**src/rtl/pipelined_control_unit_if.sv**
```systemverilog
// Bus between the control unit and the datapath/hazard unit.
// Instruction word and flush come in. Stage-tagged control bits and the retired count go out.
// Optional macro ILLEGAL_INSTR_EN adds the Illegal_W flag.
interface pipelined_control_unit_if #(
  parameter int CNT_W = 32
);
  logic [31:0]      Instr_D;
  logic             Flush_E;
  logic [1:0]       ImmSrc_D;
  logic [2:0]       ALUControl_E;
  logic             ALUSrcB_E;
  logic             Branch_E;
  logic             Jump_E;
  logic             ResultSrc_E0;
  logic             RegWrite_M;
  logic             MemWrite_M;
  logic             RegWrite_W;
  logic [1:0]       ResultSrc_W;
  logic [CNT_W-1:0] Retired_W;
`ifdef ILLEGAL_INSTR_EN
  logic             Illegal_W;
`endif

  // Datapath / hazard-unit side
  modport master (
`ifdef ILLEGAL_INSTR_EN
    input  Illegal_W,
`endif
    output Instr_D, Flush_E,
    input  ImmSrc_D, ALUControl_E, ALUSrcB_E, Branch_E, Jump_E, ResultSrc_E0,
    input  RegWrite_M, MemWrite_M, RegWrite_W, ResultSrc_W, Retired_W
  );

  // Control-unit side
  modport slave (
`ifdef ILLEGAL_INSTR_EN
    output Illegal_W,
`endif
    input  Instr_D, Flush_E,
    output ImmSrc_D, ALUControl_E, ALUSrcB_E, Branch_E, Jump_E, ResultSrc_E0,
    output RegWrite_M, MemWrite_M, RegWrite_W, ResultSrc_W, Retired_W
  );
endinterface

```
**src/rtl/pipelined_control_unit.sv**
```systemverilog
// Control path for a 5-stage RV32I pipeline.
// The D-stage instruction is decoded combinationally. Its control bits then ride through private
// D/E, E/M and M/W registers, so each bit appears in the stage that consumes it.
// A wrapping counter tallies valid instructions as they retire from W.
// Optional macro ILLEGAL_INSTR_EN flags unknown non-zero opcodes and pipes the flag to Illegal_W.
module pipelined_control_unit #(
  parameter int CNT_W = 32
) (
  input  logic                     clk,
  input  logic                     reset,
  pipelined_control_unit_if.slave  bus
);

  localparam logic [6:0] OP_LW   = 7'b0000011;
  localparam logic [6:0] OP_SW   = 7'b0100011;
  localparam logic [6:0] OP_R    = 7'b0110011;
  localparam logic [6:0] OP_IALU = 7'b0010011;
  localparam logic [6:0] OP_BEQ  = 7'b1100011;
  localparam logic [6:0] OP_JAL  = 7'b1101111;

  // Everything used in E or later
  typedef struct packed {
    logic       reg_write;
    logic [1:0] result_src;
    logic       mem_write;
    logic       jump;
    logic       branch;
    logic [2:0] alu_control;
    logic       alu_src_b;
`ifdef ILLEGAL_INSTR_EN
    logic       illegal;
`endif
  } ctrl_e_t;

  // Only what M and W still need
  typedef struct packed {
    logic       reg_write;
    logic [1:0] result_src;
    logic       mem_write;
`ifdef ILLEGAL_INSTR_EN
    logic       illegal;
`endif
  } ctrl_m_t;

  typedef struct packed {
    logic       reg_write;
    logic [1:0] result_src;
`ifdef ILLEGAL_INSTR_EN
    logic       illegal;
`endif
  } ctrl_w_t;

  // R-type and I-ALU share this funct3 map; only R-type may request sub
  function automatic logic [2:0] alu_dec(input logic [2:0] funct3, input logic sub_req);
    logic [2:0] alu;
    alu = 3'b000;
    case (funct3)
      3'b000:  alu = sub_req ? 3'b001 : 3'b000;
      3'b010:  alu = 3'b101;
      3'b110:  alu = 3'b011;
      3'b111:  alu = 3'b010;
      default: alu = 3'b000;
    endcase
    return alu;
  endfunction

  logic [6:0]       opcode;
  logic [2:0]       funct3;
  logic             funct7_5;
  logic             known_op;
  logic [1:0]       imm_src_p0;
  ctrl_e_t          ctrl_p0;
  logic             vld_p0;

  ctrl_e_t          ctrl_p1_d, ctrl_p1_q;
  ctrl_m_t          ctrl_p2_d, ctrl_p2_q;
  ctrl_w_t          ctrl_p3_d, ctrl_p3_q;
  logic             vld_p1_d, vld_p1_q;
  logic             vld_p2_d, vld_p2_q;
  logic             vld_p3_d, vld_p3_q;
  logic [CNT_W-1:0] retired_d, retired_q;

  assign opcode   = bus.Instr_D[6:0];
  assign funct3   = bus.Instr_D[14:12];
  assign funct7_5 = bus.Instr_D[30];

  // ---- D stage: combinational decode; unknown opcodes become bubbles
  always_comb begin
    ctrl_p0    = '0;
    imm_src_p0 = 2'b00;
    known_op   = 1'b0;
    case (opcode)
      OP_LW: begin
        known_op             = 1'b1;
        ctrl_p0.reg_write    = 1'b1;
        ctrl_p0.alu_src_b    = 1'b1;
        ctrl_p0.result_src   = 2'b01;
      end
      OP_SW: begin
        known_op             = 1'b1;
        ctrl_p0.mem_write    = 1'b1;
        ctrl_p0.alu_src_b    = 1'b1;
        imm_src_p0           = 2'b01;
      end
      OP_R: begin
        known_op             = 1'b1;
        ctrl_p0.reg_write    = 1'b1;
        ctrl_p0.alu_control  = alu_dec(funct3, funct7_5);
      end
      OP_IALU: begin
        known_op             = 1'b1;
        ctrl_p0.reg_write    = 1'b1;
        ctrl_p0.alu_src_b    = 1'b1;
        ctrl_p0.alu_control  = alu_dec(funct3, 1'b0);
      end
      OP_BEQ: begin
        known_op             = 1'b1;
        ctrl_p0.branch       = 1'b1;
        ctrl_p0.alu_control  = 3'b001;
        imm_src_p0           = 2'b10;
      end
      OP_JAL: begin
        known_op             = 1'b1;
        ctrl_p0.jump         = 1'b1;
        ctrl_p0.reg_write    = 1'b1;
        ctrl_p0.result_src   = 2'b10;
        imm_src_p0           = 2'b11;
      end
      default: begin
        known_op             = 1'b0;
      end
    endcase
    vld_p0 = known_op && (bus.Instr_D != 32'd0);
`ifdef ILLEGAL_INSTR_EN
    ctrl_p0.illegal = !known_op && (bus.Instr_D != 32'd0);
`endif
  end

  // Next-state for the three control registers and the retire counter
  always_comb begin
    // ---- D/E: flush turns the slot into a bubble
    ctrl_p1_d = bus.Flush_E ? '0   : ctrl_p0;
    vld_p1_d  = bus.Flush_E ? 1'b0 : vld_p0;
    // ---- E/M
    ctrl_p2_d            = '0;
    ctrl_p2_d.reg_write  = ctrl_p1_q.reg_write;
    ctrl_p2_d.result_src = ctrl_p1_q.result_src;
    ctrl_p2_d.mem_write  = ctrl_p1_q.mem_write;
`ifdef ILLEGAL_INSTR_EN
    ctrl_p2_d.illegal    = ctrl_p1_q.illegal;
`endif
    vld_p2_d = vld_p1_q;
    // ---- M/W
    ctrl_p3_d            = '0;
    ctrl_p3_d.reg_write  = ctrl_p2_q.reg_write;
    ctrl_p3_d.result_src = ctrl_p2_q.result_src;
`ifdef ILLEGAL_INSTR_EN
    ctrl_p3_d.illegal    = ctrl_p2_q.illegal;
`endif
    vld_p3_d = vld_p2_q;
    // ---- retire: the W instruction is counted as it leaves; wraps silently
    retired_d = retired_q + {{(CNT_W-1){1'b0}}, vld_p3_q};
  end

  // State registers; reset clears everything and takes priority over any increment
  always_ff @(posedge clk) begin
    if (reset) begin
      ctrl_p1_q <= '0;
      ctrl_p2_q <= '0;
      ctrl_p3_q <= '0;
      vld_p1_q  <= 1'b0;
      vld_p2_q  <= 1'b0;
      vld_p3_q  <= 1'b0;
      retired_q <= '0;
    end else begin
      ctrl_p1_q <= ctrl_p1_d;
      ctrl_p2_q <= ctrl_p2_d;
      ctrl_p3_q <= ctrl_p3_d;
      vld_p1_q  <= vld_p1_d;
      vld_p2_q  <= vld_p2_d;
      vld_p3_q  <= vld_p3_d;
      retired_q <= retired_d;
    end
  end

  assign bus.ImmSrc_D     = imm_src_p0;
  assign bus.ALUControl_E = ctrl_p1_q.alu_control;
  assign bus.ALUSrcB_E    = ctrl_p1_q.alu_src_b;
  assign bus.Branch_E     = ctrl_p1_q.branch;
  assign bus.Jump_E       = ctrl_p1_q.jump;
  assign bus.ResultSrc_E0 = ctrl_p1_q.result_src[0];
  assign bus.RegWrite_M   = ctrl_p2_q.reg_write;
  assign bus.MemWrite_M   = ctrl_p2_q.mem_write;
  assign bus.RegWrite_W   = ctrl_p3_q.reg_write;
  assign bus.ResultSrc_W  = ctrl_p3_q.result_src;
  assign bus.Retired_W    = retired_q;
`ifdef ILLEGAL_INSTR_EN
  assign bus.Illegal_W    = ctrl_p3_q.illegal;
`endif

endmodule

```
**src/flat_wrapper.sv**
```systemverilog
// flat-port wrapper written by rule: the top's interface ports become plain ports
module pipelined_control_unit_flat 
#(
  parameter int CNT_W = 32
)
  (clk, reset, bus_Instr_D, bus_Flush_E, bus_ImmSrc_D, bus_ALUControl_E, bus_ALUSrcB_E, bus_Branch_E, bus_Jump_E, bus_ResultSrc_E0, bus_RegWrite_M, bus_MemWrite_M, bus_RegWrite_W, bus_ResultSrc_W, bus_Retired_W);
  pipelined_control_unit_if #(.CNT_W(CNT_W)) bus_i ();
  input  logic clk;
  input  logic reset;
  input wire logic [$bits(bus_i.Instr_D)-1:0] bus_Instr_D;
  input wire logic [$bits(bus_i.Flush_E)-1:0] bus_Flush_E;
  output wire logic [$bits(bus_i.ImmSrc_D)-1:0] bus_ImmSrc_D;
  output wire logic [$bits(bus_i.ALUControl_E)-1:0] bus_ALUControl_E;
  output wire logic [$bits(bus_i.ALUSrcB_E)-1:0] bus_ALUSrcB_E;
  output wire logic [$bits(bus_i.Branch_E)-1:0] bus_Branch_E;
  output wire logic [$bits(bus_i.Jump_E)-1:0] bus_Jump_E;
  output wire logic [$bits(bus_i.ResultSrc_E0)-1:0] bus_ResultSrc_E0;
  output wire logic [$bits(bus_i.RegWrite_M)-1:0] bus_RegWrite_M;
  output wire logic [$bits(bus_i.MemWrite_M)-1:0] bus_MemWrite_M;
  output wire logic [$bits(bus_i.RegWrite_W)-1:0] bus_RegWrite_W;
  output wire logic [$bits(bus_i.ResultSrc_W)-1:0] bus_ResultSrc_W;
  output wire logic [$bits(bus_i.Retired_W)-1:0] bus_Retired_W;
  assign bus_i.Instr_D = bus_Instr_D;
  assign bus_i.Flush_E = bus_Flush_E;
  assign bus_ImmSrc_D = bus_i.ImmSrc_D;
  assign bus_ALUControl_E = bus_i.ALUControl_E;
  assign bus_ALUSrcB_E = bus_i.ALUSrcB_E;
  assign bus_Branch_E = bus_i.Branch_E;
  assign bus_Jump_E = bus_i.Jump_E;
  assign bus_ResultSrc_E0 = bus_i.ResultSrc_E0;
  assign bus_RegWrite_M = bus_i.RegWrite_M;
  assign bus_MemWrite_M = bus_i.MemWrite_M;
  assign bus_RegWrite_W = bus_i.RegWrite_W;
  assign bus_ResultSrc_W = bus_i.ResultSrc_W;
  assign bus_Retired_W = bus_i.Retired_W;
  pipelined_control_unit #(.CNT_W(CNT_W)) u_core (.clk(clk), .reset(reset), .bus(bus_i));
endmodule
```
**config.mk**
```make
export PLATFORM = sky130hd
export DESIGN_NAME = pipelined_control_unit_flat
export DESIGN_NICKNAME = d
export VERILOG_FILES = /design/src/rtl/pipelined_control_unit_if.sv /design/src/rtl/pipelined_control_unit.sv /design/src/flat_wrapper.sv
export SDC_FILE = /design/constraint.sdc
export NUM_CORES = 1
export LEC_CHECK = 0
export CAP_MARGIN = 25
export CELL_PAD_IN_SITES_DETAIL_PLACEMENT = 1
export CELL_PAD_IN_SITES_GLOBAL_PLACEMENT = 1
export CORE_ASPECT_RATIO = 0.75
export CORE_MARGIN = 2
export CORE_UTILIZATION = 34
export CTS_CLUSTER_DIAMETER = 50
export DETAILED_ROUTE_END_ITERATION = 10
export PLACE_DENSITY_LB_ADDON = 0.1
export SLEW_MARGIN = 5
export SYNTH_ARGS = -nofsm -noshare
export SYNTH_HDL_FRONTEND = slang
export SYNTH_SLANG_ARGS = --single-unit
```
**constraint.sdc**
```tcl
create_clock -name clk -period 6.65 [get_ports clk]
set_input_delay 0.665 -clock clk [delete_from_list [all_inputs] [get_ports clk]]
set_output_delay 0.665 -clock clk [all_outputs]
set_load 0.01 [all_outputs]
```
==> results.cfg <==
[cells_and_area]
nets = 325
final_util_pct = 48.8
areaGrowthSynthToFinish_pct = 36.2
drive_gt1_share_pct = 5.88
antenna_cells = 0

[grt]
grt_pass1_vias = 1712
grt_pass1_wl_mm = 7.87
grt_max_degree = 46
grt_overflow = 0
grt_antenna_before_repair = 0
grt_usage_pct = 14.5

[floorplan]
chipWidth_um = 95.2
core_area_mm2 = 0.00592
num_rows = 24
start_util_pct = 35.9
pin_count = 81
dieArea_mm2 = 0.00689
die_h_um = 72.4

[clock_tree]
numCtsBuffers = 5
cts_tree = done
ctsHoldBuffers = 0
cts_sinks = 51
cts_buffer_depth = 2
path_clk_slew_ns = 0.09
post_cts_buffers = 0
htreeDepth = 2
clk_latency_ns = 0.30
cts_root_buffer = clkbuf_8
ctsResizeCount = 0

[synthesis]
syn_avg_cell_area_um2 = 9.10
ys.flop_type = dfxtp_1
ys_ff_latch = 51
synth_edf_count = 0
synth_top_family_by_area = simple AND/OR/NAND/NOR gates
synthMuxAreaShare_pct = 1.59
synthTopCellsByArea = dfxtp_1 (48%), nor2b_1 (4.7%), nor2_1 (3.9%)
yosysTopAreaCellShare_pct = 48.1
synthArstFlopShare_pct = 0
synth_compound_area_share_pct = 9.97
synth_xor_area_share_pct = 5.37
synth-simple-area-share_pct = 29.4
synthesis.nets = 270
synthCells = 233
ys_seq_area_share_pct = 48.1
yosysTopAreaCell = dfxtp_1
ys_warn_count = 0
netlist_area_mm2 = 0.00212
yosys.cell_types.count = 37
synthAdderAreaFrac_pct = 1.18

[sta]
min_period_ns = 3.03
fin_skew_ns = 0.00565
hold_ws_ns = 0.444
hold_violations = 0
relSlewSlack_pct = 60.6
max_freq_ghz = 0.330
rsz0062_at_grt = no
setup_tns_ns = 0
setup_viol = 0
worst_pin_slew_ns = 0.583
final_max_slew_viol_count = 0
finalCritPeriodShare_pct = 45.6
setup_slack_ns = 3.62

[power]
cellPowerDensity_mw_per_mm2 = 201
power_mw = 0.580
p_leak_nw = 0.940
vdd_ir_drop_max_mv = 0.114

[drt]
dr.pass1.iters = 4
via_count = 1841
drc = 0
wl_per_cell_um = 13.1
ant_nets = 0
routed_wl_mm = 4.82
viasPerCell = 5.02
initialDrtViolationCount = 45

[place]
hpwl_mm = 3.50
dpl_worst_slack_ns = 3.64
gp_congestion = 0.812
numPortBuffers = 59

[worst_setup_path]
start_kind = input pin
cp.arrival_ns = 2.37
crit_path_end_kind = primary output
cp_data_required_time_ns = 5.98
critical_path.max_fanout = 5
critPathKind = input pin to primary output

[flow_run]
drv_cap = 0

[hold_path]
hp-class = flop to flop

[status]
outcome = finished clean
==> synthesized netlist by cell type, types with 2 or more instances <==
cell type and n:
nor2_1 22, a21oi_1 16, mux2_2 3, o21bai_1 2
nor4_1 5, xor2_1 4, or4_1 10, nor3_1 6
nand4_1 5, clkbuf_1 6, nand2_1 16, and4_1 3
inv_1 7, ha_1 2, nand3_1 9, nor2b_1 16
nand4_2 2, o21ai_0 4, or3_1 7, xnor2_1 9
dfxtp_1 51, and2_1 2, buf_4 3, o31ai_1 10
==> cells by family (layout without fill, tap and decap cells) <==
| kind of cell | Yosys count | count (layout) |
|---|---|---|
| adders and majority gates | 2 | 2 |
| xor gates and xnor gates | 13 | 13 |
| DFF | 51 | 51 |
| AOI/OAI and AO/OA | 35 | 35 |
| buffers and inverters | 19 | 75 |
| muxes | 3 | 3 |
| and+or+nand+nor | 110 | 110 |
==> worst paths after layout <==
| path | start | endpoint | slack (ns) | cells past startpoint |
|---|---|---|---|---|
| max | bus_Instr_D[5] | bus_ImmSrc_D[1] | 3.62 | 5 |
| min | u_core.ctrl_p2_q[1] | u_core.bus.ResultSrc_W[0] | 0.44 | 1 |
| max reg2reg | u_core.bus.Retired_W[0] | u_core.bus.Retired_W[20] | 4.18 | 6 |
| min reg2reg | u_core.ctrl_p2_q[1] | u_core.bus.ResultSrc_W[0] | 0.44 | 1 |
==> metal layers <==
layer  up-vias  share of wire, %  global-route usage, %
li1        927                 -                      -
met1       870                48                   19.3
met2        40                45                   22.4
met3         4               5.7                   5.19
met4         0              0.89                   3.86
met5         -                 0                      0
==> area by class of cell <==
cell class	instances	area, um^2
fillers	680	3030
flip-flops and latches	51	1020
multi-input cells	163	1010
repair buffers	60	598
well taps	78	97.6
clock buffers	5	68.8
clock inverters	3	67.6
inverters	7	26.3
==> flip-flops by register name (all words and copies together) (netlist names) <==
signal                   cells
u_core.bus.ALUControl_E      3
u_core.bus.ALUSrcB_E         1
u_core.bus.Branch_E          1
u_core.bus.Jump_E            1
u_core.bus.MemWrite_M        1
u_core.bus.RegWrite_M        1
u_core.bus.RegWrite_W        1
u_core.bus.ResultSrc_E0      1
u_core.bus.ResultSrc_W       2
u_core.bus.Retired_W        32
u_core.ctrl_p1_q             2
u_core.ctrl_p2_q             2
u_core.vld_p1_q              1
u_core.vld_p2_q              1
u_core.vld_p3_q              1
==> worst max-delay path, cell delays in order <==
cell and delay, ns:
clkdlybuf4s50_1 0.54, nor2b_1 0.26, nand2_1 0.12, nor3_1 0.22, clkdlybuf4s50_1 0.57
==> cell usage in the layout (no fill, tap or decap), types with 2 or more instances in the layout <==
cell,n
a21oi_1,16
and2_1,2
and4_1,3
bufinv_16,2
clkbuf_8,5
clkdlybuf4s50_1,59
dfxtp_1,51
ha_1,2
inv_1,7
mux2_2,3
nand2_1,16
nand3_1,9
nand4_1,5
nand4_2,2
nor2_1,22
nor2b_1,16
nor3_1,6
nor4_1,5
o21ai_0,4
o21bai_1,2
o31ai_1,10
or3_1,7
or4_1,10
xnor2_1,9
xor2_1,4
==> stage by stage <==
| stage | instance area [um^2] | std cells |
|---|---|---|
| after floorplan | 2120 | 233 |
| after global placement | 2750 | 359 |
| after detailed placement | 2750 | 359 |
| after CTS | 2890 | 367 |
| after global routing | 2890 | 367 |
| final | 2890 | 367 |
==> power by group <==
part / leakage, nW / total (mW) / internal [mW] / switching (mW)
sequential: 0.411 / 0.306 / 0.305 / 0.0000905
combinational: 0.465 / 0.0200 / 0.00988 / 0.0101
clock: 0.0644 / 0.254 / 0.150 / 0.104
total: 0.940 / 0.580 / 0.465 / 0.114
(Power assumes the default switching activity.)
